==> src/rtl/lsu_pkg.sv <==
// Shared definitions for the memory-access stage: funct3 access codes,
// FSM state encoding and timeout counter sizing.
package lsu_pkg;

    localparam logic [2:0] F3_B  = 3'b000;
    localparam logic [2:0] F3_H  = 3'b001;
    localparam logic [2:0] F3_W  = 3'b010;
    localparam logic [2:0] F3_D  = 3'b011;
    localparam logic [2:0] F3_BU = 3'b100;
    localparam logic [2:0] F3_HU = 3'b101;
    localparam logic [2:0] F3_WU = 3'b110;

    typedef enum logic [1:0] {
        ST_IDLE = 2'd0,
        ST_WAIT = 2'd1,
        ST_DONE = 2'd2
    } lsu_state_e;

    // Counter is sized for the largest legal TIMEOUT so any setting fits.
    localparam int TIMEOUT_MAX = 65535;
    localparam int TO_CNT_W    = $clog2(TIMEOUT_MAX + 1);

    // Doubleword and WU encodings only exist on a 64-bit bus; stores have no unsigned forms.
    function automatic logic f3_legal(input logic [2:0] f3, input logic is_load, input logic dw64);
        if (is_load)
            return (f3 != 3'b111) && (dw64 || ((f3 != F3_D) && (f3 != F3_WU)));
        else
            return !f3[2] && (dw64 || (f3 != F3_D));
    endfunction

endpackage

==> src/rtl/lsu_load_align.sv <==
// Load-side lane select and sign/zero extension of a raw memory word.
module lsu_load_align
    import lsu_pkg::*;
#(
    parameter int DATA_WIDTH = 32
) (
    input  logic [DATA_WIDTH-1:0]           rdata,
    input  logic [$clog2(DATA_WIDTH/8)-1:0] offset,
    input  logic [2:0]                      funct3,
    output logic [DATA_WIDTH-1:0]           data
);

    logic [DATA_WIDTH-1:0] shifted;

    assign shifted = rdata >> {offset, 3'b000};

    always_comb begin
        data = '0;
        case (funct3)
            F3_B:    data = DATA_WIDTH'($signed(shifted[7:0]));
            F3_H:    data = DATA_WIDTH'($signed(shifted[15:0]));
            F3_W:    data = DATA_WIDTH'($signed(shifted[31:0]));
            F3_D:    data = shifted;
            F3_BU:   data = DATA_WIDTH'(shifted[7:0]);
            F3_HU:   data = DATA_WIDTH'(shifted[15:0]);
            F3_WU:   data = DATA_WIDTH'(shifted[31:0]);
            default: data = '0;
        endcase
    end

endmodule

==> src/rtl/lsu_mem_stage.sv <==
// Memory-access stage load/store unit: issues one request per access over a
// req/rvalid bus, stalls the pipeline while waiting, and bounds the wait with a timeout.
module lsu_mem_stage
    import lsu_pkg::*;
#(
    parameter int DATA_WIDTH = 32,
    parameter int ADDR_WIDTH = 32,
    parameter int TIMEOUT    = 255
) (
    input  logic                    clk,
    input  logic                    resetn,
    input  logic                    MemReadM,
    input  logic                    MemWriteM,
    input  logic [2:0]              funct3M,
    input  logic [ADDR_WIDTH-1:0]   ALUResultM,
    input  logic [DATA_WIDTH-1:0]   WriteDataM,
    output logic [DATA_WIDTH-1:0]   ReadDataM,
    output logic                    StallM,
    output logic                    misaligned,
    output logic                    bus_err,
    output logic                    mem_req,
    output logic                    mem_we,
    output logic [DATA_WIDTH/8-1:0] mem_be,
    output logic [ADDR_WIDTH-1:0]   mem_addr,
    output logic [DATA_WIDTH-1:0]   mem_wdata,
    input  logic [DATA_WIDTH-1:0]   mem_rdata,
    input  logic                    mem_rvalid
);

    localparam int   NB    = DATA_WIDTH / 8;
    localparam int   OFF_W = $clog2(NB);
    localparam logic DW64  = (DATA_WIDTH == 64);

    lsu_state_e            state_reg, state_next;
    logic [TO_CNT_W-1:0]   cnt_reg, cnt_next;
    logic [DATA_WIDTH-1:0] data_reg, data_next;
    logic [OFF_W-1:0]      off_reg, off_next;
    logic [2:0]            f3_reg, f3_next;

    logic                  access, is_load, legal, aligned;
    logic [1:0]            size_log2;
    logic [OFF_W-1:0]      offset, size_mask;
    logic [NB-1:0]         be_base;
    logic [DATA_WIDTH-1:0] wdata_rep, load_data;

    assign access    = MemReadM | MemWriteM;
    assign is_load   = MemReadM;
    assign size_log2 = funct3M[1:0];
    assign offset    = ALUResultM[OFF_W-1:0];
    assign legal     = f3_legal(funct3M, is_load, DW64);

    always_comb begin
        size_mask = '0;
        be_base   = '0;
        case (size_log2)
            2'd0: begin size_mask = '0;           be_base = NB'(4'b0001); end
            2'd1: begin size_mask = OFF_W'(1);    be_base = NB'(4'b0011); end
            2'd2: begin size_mask = OFF_W'(3);    be_base = NB'(4'b1111); end
            default: begin size_mask = OFF_W'(7); be_base = '1;           end
        endcase
    end

    assign aligned = legal && ((offset & size_mask) == '0);

    // Each lane repeats the low bytes of the store data at the access size.
    generate
        for (genvar gi = 0; gi < NB; gi++) begin : g_lane
            logic [7:0] lane_byte;
            always_comb begin
                lane_byte = '0;
                case (size_log2)
                    2'd0:    lane_byte = WriteDataM[7:0];
                    2'd1:    lane_byte = WriteDataM[(gi % 2) * 8 +: 8];
                    2'd2:    lane_byte = WriteDataM[(gi % 4) * 8 +: 8];
                    default: lane_byte = WriteDataM[gi * 8 +: 8];
                endcase
            end
            assign wdata_rep[gi * 8 +: 8] = lane_byte;
        end
    endgenerate

    // Offset and size are latched at issue so the response is aligned independent of the M inputs.
    lsu_load_align #(.DATA_WIDTH(DATA_WIDTH)) u_align (
        .rdata  (mem_rdata),
        .offset (off_reg),
        .funct3 (f3_reg),
        .data   (load_data)
    );

    always_ff @(posedge clk or negedge resetn) begin
        if (!resetn) begin
            state_reg <= ST_IDLE;
            cnt_reg   <= '0;
            data_reg  <= '0;
            off_reg   <= '0;
            f3_reg    <= '0;
        end else begin
            state_reg <= state_next;
            cnt_reg   <= cnt_next;
            data_reg  <= data_next;
            off_reg   <= off_next;
            f3_reg    <= f3_next;
        end
    end

    always_comb begin
        state_next = state_reg;
        cnt_next   = cnt_reg;
        data_next  = data_reg;
        off_next   = off_reg;
        f3_next    = f3_reg;
        ReadDataM  = '0;
        StallM     = 1'b0;
        misaligned = 1'b0;
        bus_err    = 1'b0;
        mem_req    = 1'b0;
        mem_we     = 1'b0;
        mem_be     = '0;
        mem_addr   = '0;
        mem_wdata  = '0;
        case (state_reg)
            ST_IDLE: begin
                if (access) begin
                    if (aligned) begin
                        mem_req    = 1'b1;
                        mem_we     = !is_load;
                        mem_be     = be_base << offset;
                        mem_addr   = {ALUResultM[ADDR_WIDTH-1:OFF_W], {OFF_W{1'b0}}};
                        mem_wdata  = is_load ? '0 : wdata_rep;
                        StallM     = 1'b1;
                        off_next   = offset;
                        f3_next    = funct3M;
                        state_next = ST_WAIT;
                    end else begin
                        misaligned = 1'b1;
                    end
                end
            end
            ST_WAIT: begin
                StallM = 1'b1;
                if (mem_rvalid) begin
                    data_next  = load_data;
                    cnt_next   = '0;
                    state_next = ST_DONE;
                end else if (cnt_reg == TO_CNT_W'(TIMEOUT - 1)) begin
                    bus_err    = 1'b1;
                    data_next  = '0;
                    cnt_next   = '0;
                    state_next = ST_DONE;
                end else begin
                    cnt_next = cnt_reg + 1'b1;
                end
            end
            ST_DONE: begin
                ReadDataM  = data_reg;
                state_next = ST_IDLE;
            end
            default: state_next = ST_IDLE;
        endcase
    end

endmodule

==> config.mk <==
export PLATFORM = sky130hd
export DESIGN_NAME = lsu_mem_stage
export DESIGN_NICKNAME = d
export VERILOG_FILES = /design/src/rtl/lsu_pkg.sv /design/src/rtl/lsu_load_align.sv /design/src/rtl/lsu_mem_stage.sv
export SDC_FILE = /design/constraint.sdc
export NUM_CORES = 1
export LEC_CHECK = 0
export ABC_CLOCK_PERIOD_IN_PS = 2300
export BUFFER_PORTS_ARGS = -buffer_cell sky130_fd_sc_hd__buf_2
export CORE_MARGIN = 1.5
export CORE_UTILIZATION = 46
export DETAILED_ROUTE_END_ITERATION = 6
export PLACE_DENSITY = 0.83
export RECOVER_POWER = 50
export REMOVE_ABC_BUFFERS = 1
export SLEW_MARGIN = 20
export SYNTH_ARGS = -nofsm -noshare
export SYNTH_HDL_FRONTEND = slang
export SYNTH_SLANG_ARGS = --single-unit
==> constraint.sdc <==
create_clock -name clk -period 2.3 [get_ports clk]
set_input_delay 0.115 -clock clk [delete_from_list [all_inputs] [get_ports clk]]
set_output_delay 0.115 -clock clk [all_outputs]
set_load 0.1 [all_outputs]
==> impl_metrics.yaml, run 1 <==
outcome:
  status: "finished, final reports clean"
final_layout:
  largest_reg_flops: 32
  fin_nets: 754
  design_area_um2: 6640
  final_cells: 757
  fill_cells: 524
  drive_gt1_share_pct: 40.4
  area_delta_synth_final_pct: 63.1
  antenna_cells: 0
global_route:
  grt_pass1_vias: 4775
  grt_max_degree: 56
  track_usage_pct: 31.7
  overflow: 0
  grt_pass1_wl_mm: 24.3
  antenna_found_initial: 0
power_and_ir_drop:
  static-leakage-power_nw: 2.96
  finalPower_w: 0.00473
  p_per_area_nw_per_um2: 712
  irDropWorstVdd_mv: 0.378
logic_synthesis:
  synth_xor_area_share_pct: 0.861
  synth_edf_count: 0
  synth_top_family_by_area: "simple AND/OR/NAND/NOR gates"
  synth-compound-area-share_pct: 19.0
  synth_flop_cell: "dfrtp_1"
  syn_area_um2: 4070
  syn_inst: 450
  syn_area_per_cell_um2: 9.04
  yosysSeqAreaShare_pct: 33.8
  yosys.area_share.simple_pct: 27.1
  ys_types: 60
  yosys_warnings: 0
  synthAdderAreaFrac_pct: 0.615
  async_flop_share_pct: 100
  ys_seq_elements: 55
  synthMuxAreaShare_pct: 12.5
timing:
  slew_violations: 0
  tightest_slew_ps: 1330
  min_period_ps: 2230
  skew_ps: 14.9
  finalSetupViolations: 0
  slew_headroom_pct: 11.2
  worst_slack_ps: 65.4
  final-hold-violation-count: 0
  min_period_over_period_pct: 97.2
  fmax_mhz: 448
routing:
  drt_iter0_drc: 404
  drt-total-wl_mm: 15.3
  drc: 0
  routedWlPerCell_um: 20.2
  ant_nets: 0
  viasPerCell: 5.99
  num_vias: 4535
  drt_first_pass_iters: 5
hold_path:
  hp-class: "in -> reg"
  min_path_cells: 2
die:
  start_util_pct: 47.1
  die_width_um: 97.1
  fp.dieH_um: 97.1
  num_rows: 34
  ios: 209
  core_area_um2: 8640
  dieArea_um2: 9420
setup_path:
  crit_required_ps: 2510
  endpoint_kind: "flop"
  worstSetupPathType: "reg -> reg"
  arrival_ps: 2450
  reg2reg_depth: 6
  start_kind: "flop"
  crit_fanout: 16
placement:
  placed_cells: 746
  gp_congestion: 0.913
  dp_slack_ps: 27.9
  io_buffers: 206
  post-dp-hpwl_mm: 11.8
  place_area_um2: 6650
cts:
  root_buffer: "clkbuf_8"
  tritoncts: "built"
  clock_sinks: 55
  cts_max_level: 2
  clockBufferDepth: 2
  cts_buffers: 5
  worstSkewPairLatency_ps: 320
  cts.clk_slew.worst_paths_ps: 110
job:
  cap_violations: 0
## power by group
| part | switching (W) | internal [W] | leakage [nW] |
|---|---|---|---|
| Clock | 0.000324 | 0.000246 | 0.0474 |
| Combinational | 0.00161 | 0.00102 | 2.19 |
| Sequential | 0.000256 | 0.00128 | 0.721 |
## placed cells by master, fill, tap and decap left out, types with 9 or more instances in the layout
cell type and instances:
a21oi_1 37, dfrtp_1 55, and2_0 31, nor2_1 45
clkbuf_2 11, buf_4 10, nand2_1 24, and2_1 40
o2bb2ai_1 23, inv_1 9, buf_2 104, mux2_2 14
buf_12 92, mux2i_1 33, a221o_1 13
## worst max-delay path, cell delays in order (launching register included)
cell     delay (ps)
dfrtp_1         460
inv_1           100
ha_1            130
nor4b_1         310
and4_1          430
o21ai_2         290
a221o_1         420
## layer usage
| layer | GRT usage, % | up-vias | wire (um) |
|---|---|---|---|
| li1 | - | 2021 | - |
| met1 | 34.3 | 2114 | 5160 |
| met2 | 60.8 | 325 | 8190 |
| met3 | 6.19 | 75 | 1280 |
| met4 | 11.3 | 0 | 630 |
| met5 | 0 | - | 0 |
## per-stage QoR
stage                     TNS, ps  utilization (%)  hold slack (ps)
after CTS                       0             78.2             55.3
final                           0             76.9             61.4
after detailed placement        0             76.9              282
after floorplan            -51070                -             -181
after global placement          0             76.9              273
after global routing       -0.550             76.9             66.2
## logic make-up (layout without fill, tap and decap cells)
kind of cell,Yosys count,count (layout)
AOI/OAI and AO/OA,104,105
xor gates and xnor gates,4,4
adders and majority gates,2,2
buffers and inverters,44,241
DFF,55,55
muxes,48,48
other,1,2
and+or+nand+nor,192,192
## synthesized netlist by cell type (2+ instances only)
library cell	n	share of area, %
xnor2_1	3	0.65
mux2i_1	33	8.1
nand4b_1	2	0.43
nor2b_1	4	0.61
nor2_1	45	4.1
a21oi_1	37	4.5
or4_1	2	0.37
and2_1	71	11
or4_4	2	0.55
mux2_2	14	3.9
buf_4	4	0.74
a31oi_1	2	0.31
o31ai_1	3	0.55
clkbuf_1	14	1.3
a221o_2	3	0.83
buf_2	6	0.74
a32o_1	2	0.49
o22ai_1	4	0.61
nand4_1	5	0.77
buf_1	2	0.18
ha_1	2	0.61
a221o_1	13	3.2
buf_6	6	1.7
inv_2	2	0.18
o21ai_0	6	0.74
and4_1	3	0.65
or3_1	5	0.77
nor4_1	4	0.61
o2bb2ai_1	23	4.9
nor3_1	6	0.74
nand2_1	24	2.2
inv_1	9	0.83
nand3_1	6	0.74
nand2b_1	3	0.46
dfrtp_1	55	34
## path summary, 6_finish.rpt
check	startpoint	endpoint	slack, ps
max	cnt_reg[0]	data_reg[23]	70
min	funct3M[2]	f3_reg[2]	60
min reg2reg	data_reg[9]	data_reg[9]	500
max in group asynchronous	resetn	data_reg[30]	780
max reg2reg	cnt_reg[0]	data_reg[23]	70
min in group asynchronous	resetn	data_reg[31]	710
## final cells by class
class	instances	area, um^2	area share, %
sequential	55	1380	20.7
inverter	11	41.3	0.622
timing repair buffer	222	2520	38.0
clock inverter	2	16.3	0.245
multi-input combinational	353	2460	37.1
clock buffer	6	82.6	1.24
tap	108	135	2.04
## what timing repair did
action,CTS,global route
gates resized for setup,1,1
endpoints found under the hold margin,55,0
setup endpoints to repair,1,10
cloned,0,1
pin swaps,0,2
hold buffers,1,0
buffers inserted,0,1
(Power assumes the default switching activity.)
==> run 2, diff against run 1 <==
--- a/config.mk
+++ b/config.mk
@@ -8,9 +8,10 @@
 export ABC_CLOCK_PERIOD_IN_PS = 2300
 export BUFFER_PORTS_ARGS = -buffer_cell sky130_fd_sc_hd__buf_2
 export CORE_MARGIN = 1.5
-export CORE_UTILIZATION = 46
+export CORE_UTILIZATION = 48
+export CTS_BUF_LIST = sky130_fd_sc_hd__clkbuf_8
 export DETAILED_ROUTE_END_ITERATION = 6
-export PLACE_DENSITY = 0.83
+export PLACE_DENSITY = 0.86
 export RECOVER_POWER = 50
 export REMOVE_ABC_BUFFERS = 1
 export SLEW_MARGIN = 20
==> impl_metrics.yaml, run 2 (synthesized netlist as in run 1, its figures left out) <==
outcome:
  status: "finished with violations"
  violations: "design-rule violations"
setup_path:
  reg2reg_depth: 7
  cpMaxStageDelayCell: "dfrtp_1"
  cpPeakStageDelay_ps: 450
  r2r-start: "cnt_reg[0]"
  crit_start: "cnt_reg[0]"
  arrival_ps: 2110
  worstSetupPathType: "reg -> out"
  r2r_setup_slack_ps: 100
  start_kind: "flop"
  worstReg2RegEnd: "cnt_reg[13]"
  crit_chain: "inv_1 -> ha_1 -> nor4b_1 -> nand4_1 -> nor3_1 -> buf_6"
  endpoint_kind: "output pin"
  crit_required_ps: 2180
  crit_fanout: 6
placement:
  gp_congestion: 0.983
  placed_cells: 744
  dp_slack_ps: 81.6
  post-dp-hpwl_mm: 12.2
  io_buffers: 206
die:
  ios: 209
  die_width_um: 95.1
  start_util_pct: 49.5
  dieArea_um2: 9040
  num_rows: 33
  core_area_um2: 8220
  fp.dieH_um: 95.1
power_and_ir_drop:
  p_per_area_nw_per_um2: 716
  static-leakage-power_nw: 2.97
  irDropWorstVdd_mv: 0.420
timing:
  rsz0062_at_grt: "false"
  slew_violations: 0
  final-hold-violation-count: 0
  whs_ps: 50.3
  min_period_ps: 2220
  finalSetupViolations: 0
  worst_slack_ps: 80.0
  skew_ps: 10.6
  min_period_over_period_pct: 96.5
  tightest_slew_ps: 1100
  fmax_mhz: 450
  slew_headroom_pct: 27.0
global_route:
  antenna_found_initial: 0
  top_usage_layer: "met2"
  grt_pass1_vias: 4478
  use_met3_pct: 7.97
  gr-usage-met1_pct: 36.8
  track_usage_pct: 33.9
  met2_usage_pct: 61.3
  overflow: 0
  grt_pass1_wl_mm: 23.3
  grt_max_degree: 38
cts:
  worstSkewPairLatency_ps: 320
  root_buffer: "clkbuf_8"
  cts.clk_slew.worst_paths_ps: 100
  postCtsSetupBuffers: 0
  clockBufferDepth: 2
  cts_buffers: 5
  clock_sinks: 55
  cts_max_level: 2
  tritoncts: "built"
final_layout:
  final_cells: 754
  layout.cells.most_common: "buf_2"
  area_delta_synth_final_pct: 64.6
  fin_nets: 754
  finish.utilization_pct: 81.6
  fill_cells: 461
  seqCellArea_um2: 1380
  multiInputGateArea_um2: 2460
  antenna_cells: 0
  final_cell_mix: "buf_2, buf_12, dfrtp_1"
  drive_gt1_share_pct: 40.1
  largest_reg_flops: 32
hold_path:
  min-delay-start: "funct3M[2]"
  min_path_cells: 2
  hp-class: "in -> reg"
  min_to: "f3_reg[2]"
job:
  cap_violations: 0
routing:
  num_vias: 4596
  routedWlPerCell_um: 20.9
  drt_first_pass_iters: 7
  viasPerCell: 6.10
  drc: 1
  ant_nets: 0
  drt_iter0_drc: 491
  drt-total-wl_mm: 15.8
## run 2: layer usage
| layer | routed length, um | vias up |
|---|---|---|
| li1 | - | 2014 |
| met4 | 1140 | 0 |
| met2 | 8220 | 356 |
| met3 | 1420 | 101 |
| met1 | 4970 | 2125 |
| met5 | 0 | - |
## run 2: where the power goes
part / total, W / switching (W) / leakage, nW / internal, W
Combinational: 0.00266 / 0.00164 / 2.20 / 0.00102
Clock: 0.000578 / 0.000331 / 0.0474 / 0.000246
Sequential: 0.00156 / 0.000280 / 0.721 / 0.00128
Total: 0.00480 / 0.00225 / 2.97 / 0.00255
## run 2: how the worst max path moves through the flow
stage | to | cells past startpoint
2_1_floorplan | misaligned | 1
3_3_place_gp | cnt_reg[11] | 7
3_5_place_dp | cnt_reg[10] | 7
4_1_cts | bus_err | 6
5_1_grt | data_reg[31] | 5
6_report | bus_err | 6
## run 2: area by class of cell
cell class	instances	share of cell area [%]
clock buffer	6	1.23
clock inverter	2	0.243
inverter	11	0.616
multi-input combinational	353	36.8
sequential	55	20.5
tap	105	1.96
timing repair buffer	222	38.6
## run 2: repair_timing
action	CTS	global route
setup endpoints to repair	1	9
cloned	0	1
hold buffers	1	0
pin swaps	0	1
resized for setup	1	1
endpoints found under the hold margin	18	0
## run 2: worst max-delay path: cells and delay by family, from the launching register on
| family | cells | cell delay, ps |
|---|---|---|
| simple gates | 3 | 850 |
| flops | 1 | 450 |
| buf+inv | 2 | 350 |
| fa+ha+maj | 1 | 130 |
## run 2: stage by stage
stage               total power (W)  setup TNS [ps]  instance area [um^2]
floorplan                   0.00320          -51070                  3870
global placement            0.00401               0                  6650
detailed placement          0.00418               0                  6650
CTS                         0.00474               0                  6760
global route                0.00497               0                  6700
finish                      0.00480               0                  6700
==> run 3, diff against run 2 <==
--- a/config.mk
+++ b/config.mk
@@ -5,10 +5,10 @@
 export SDC_FILE = /design/constraint.sdc
 export NUM_CORES = 1
 export LEC_CHECK = 0
+export ABC_AREA = 1
 export ABC_CLOCK_PERIOD_IN_PS = 2300
 export BUFFER_PORTS_ARGS = -buffer_cell sky130_fd_sc_hd__buf_2
-export CORE_MARGIN = 1.5
-export CORE_UTILIZATION = 48
+export CORE_UTILIZATION = 49
 export CTS_BUF_LIST = sky130_fd_sc_hd__clkbuf_8
 export DETAILED_ROUTE_END_ITERATION = 6
 export PLACE_DENSITY = 0.86
==> impl_metrics.yaml, run 3 <==
final_layout:
  fin_nets: 1027
  largest_reg_flops: 32
  final_cell_mix: "nand2_1, nor2_1, inv_1"
  final_cells: 1032
  finish.utilization_pct: 75.8
  drive_gt1_share_pct: 28.6
  layout.cells.most_common: "nand2_1"
  area_delta_synth_final_pct: 50.1
logic_synthesis:
  netlist_top_cells_area: "dfrtp_1, nand2_1, nor2_1"
  synth_top_area_share_pct: 31.4
  syn_area_per_cell_um2: 6.01
  ys_seq_elements: 55
  synth_flop_cell: "dfrtp_1"
  ys_types: 35
  yosysMostFrequentCell: "nand2_1"
  yosys_warnings: 0
  yosysSeqAreaShare_pct: 31.4
  syn_area_um2: 4380
  netlist_top_cells_count: "nand2_1, nor2_1, inv_1"
  syn_inst: 729
  yosysTopAreaCell: "dfrtp_1"
  async_flop_share_pct: 100
  synth_edf_count: 0
cts:
  clockBufferDepth: 2
  clock_sinks: 55
  tritoncts: "built"
  postCtsSetupBuffers: 0
  cts.clk_slew.worst_paths_ps: 100
  cts_max_level: 2
  cts_buffers: 5
  root_buffer: "clkbuf_8"
  worstSkewPairLatency_ps: 310
hold_path:
  hp-class: "in -> reg"
global_route:
  overflow: 0
  antenna_found_initial: 2
  grt_max_degree: 39
  grt_pass1_wl_mm: 21.5
  grt_pass1_vias: 4773
  track_usage_pct: 30.1
die:
  core_area_um2: 8680
  ios: 209
  start_util_pct: 50.5
  fp.dieH_um: 96.6
  die_width_um: 96.6
  dieArea_um2: 9330
  num_rows: 34
placement:
  gp_congestion: 0.891
  placed_cells: 1021
  post-dp-hpwl_mm: 11.2
  io_buffers: 206
setup_path:
  r2r-start: "state_reg[1]"
  worstReg2RegEnd: "cnt_reg[6]"
  cp_top_family: "buffers and inverters"
  crit_required_ps: 2180
  worstSetupPathType: "reg -> out"
  crit_chain: "inv_1 -> nand2_1 -> inv_2 -> nand2_1 -> nor4_1 -> clkbuf_4"
  cpPeakStageDelay_ps: 420
  endpoint_kind: "output pin"
  reg2reg_depth: 7
  start_kind: "flop"
  cpMostUsedCell: "nand2_1"
  crit_fanout: 12
  arrival_ps: 2030
  cpMaxStageDelayCell: "dfrtp_1"
  cp.depth: 6
  r2r_setup_slack_ps: 290
  crit_start: "state_reg[1]"
  endpoint: "bus_err"
  cp_num_buf_inv: 3
timing:
  final-hold-violation-count: 0
  setup_tns_ps: 0
  min_period_ps: 2150
  skew_ps: 10.3
  whs_ps: 115
  finalSetupViolations: 0
  fmax_mhz: 466
  slew_violations: 0
  rsz0062_at_grt: "false"
  slew_headroom_pct: 3.56
  min_period_over_period_pct: 93.3
  tightest_slew_ps: 1450
power_and_ir_drop:
  static-leakage-power_nw: 3.68
  irDropWorstVdd_mv: 0.386
  switchingPower_w: 0.00232
  seqPwrFrac_pct: 32.2
  finalPower_w: 0.00465
  combinationalPowerShare_pct: 55.2
  clock_power_share_pct: 12.6
  p_per_area_nw_per_um2: 707
  power.internal_w: 0.00233
  swShare_pct: 49.8
routing:
  drt_first_pass_iters: 5
  ant_nets: 0
  routedWlPerCell_um: 13.7
  drc: 0
  num_vias: 5264
  drt-total-wl_mm: 14.1
  viasPerCell: 5.10
  drt_iter0_drc: 270
outcome:
  status: "finished, final reports clean"
job:
  cap_violations: 0
-- run 3: logic make-up (layout without fill, tap and decap cells) --
group | Yosys count | in the layout | share of synthesized area, %
other | 1 | 4 | 0.0855
buffers and inverters | 155 | 347 | 15.0
XOR/XNOR | 5 | 5 | 0.999
flip-flops | 55 | 55 | 31.4
AND/OR/NAND/NOR | 452 | 452 | 43.5
adder cells (fa/ha/maj) | 2 | 2 | 0.571
AO/OA/AOI/OAI | 59 | 59 | 8.39
-- run 3: stage by stage --
step / setup WS, ps / cell area [um^2]
floorplan: -1530 / 4170
global placement: 433 / 6490
detailed placement: 422 / 6490
CTS: 62.9 / 6610
global route: 15.3 / 6580
finish: 154 / 6580
-- run 3: worst reg2reg max path, delay by kind of cell, from the launching register on --
kind / cells / cell delay (ps)
buf+inv: 4 / 960
simple gates: 3 / 580
flops: 1 / 400
-- run 3: power by group through the flow --
| stage | Combinational, W | Clock (W) | Sequential, W |
|---|---|---|---|
| 2_1_floorplan | 0.00180 | 0 | 0.00148 |
| 3_3_place_gp | 0.00252 | 0 | 0.00151 |
| 3_5_place_dp | 0.00257 | 0 | 0.00152 |
| 4_1_cts | 0.00258 | 0.000590 | 0.00150 |
| 5_1_grt | 0.00282 | 0.000628 | 0.00154 |
| 6_report | 0.00257 | 0.000586 | 0.00150 |
-- run 3: repair_timing --
action | CTS | global route
hold buffers | 1 | 0
endpoints found under the hold margin | 25 | 0
endpoints found under the setup margin | 0 | 1
gates resized for setup | 0 | 1
-- run 3: metal layers --
metal / routed length, um / track usage [%]
met5: 0 / 0
met4: 669 / 15.4
met3: 1060 / 6.49
met2: 7220 / 54.3
met1: 5190 / 33.0
-- run 3: area by class of cell --
class                      instances  area (um^2)
antenna                            2         5.00
clock buffer                       7         96.3
clock inverter                     1         7.51
fill                             641         2100
inverter                         118          443
multi-input combinational        520         2340
sequential                        55         1380
tap                              108          135
timing repair buffer             221         2170
-- run 3: worst min path at each step --
stage                              from          end  slack (ps)  cells past startpoint
after detailed placement         resetn  cnt_reg[12]         170                      1
final                        funct3M[2]    f3_reg[2]         120                      3
after global routing      ALUResultM[1]   off_reg[1]         120                      3
after floorplan                  resetn   cnt_reg[0]        -180                      0
after CTS                    funct3M[2]    f3_reg[2]         100                      3
after global placement           resetn  cnt_reg[12]         160                      1
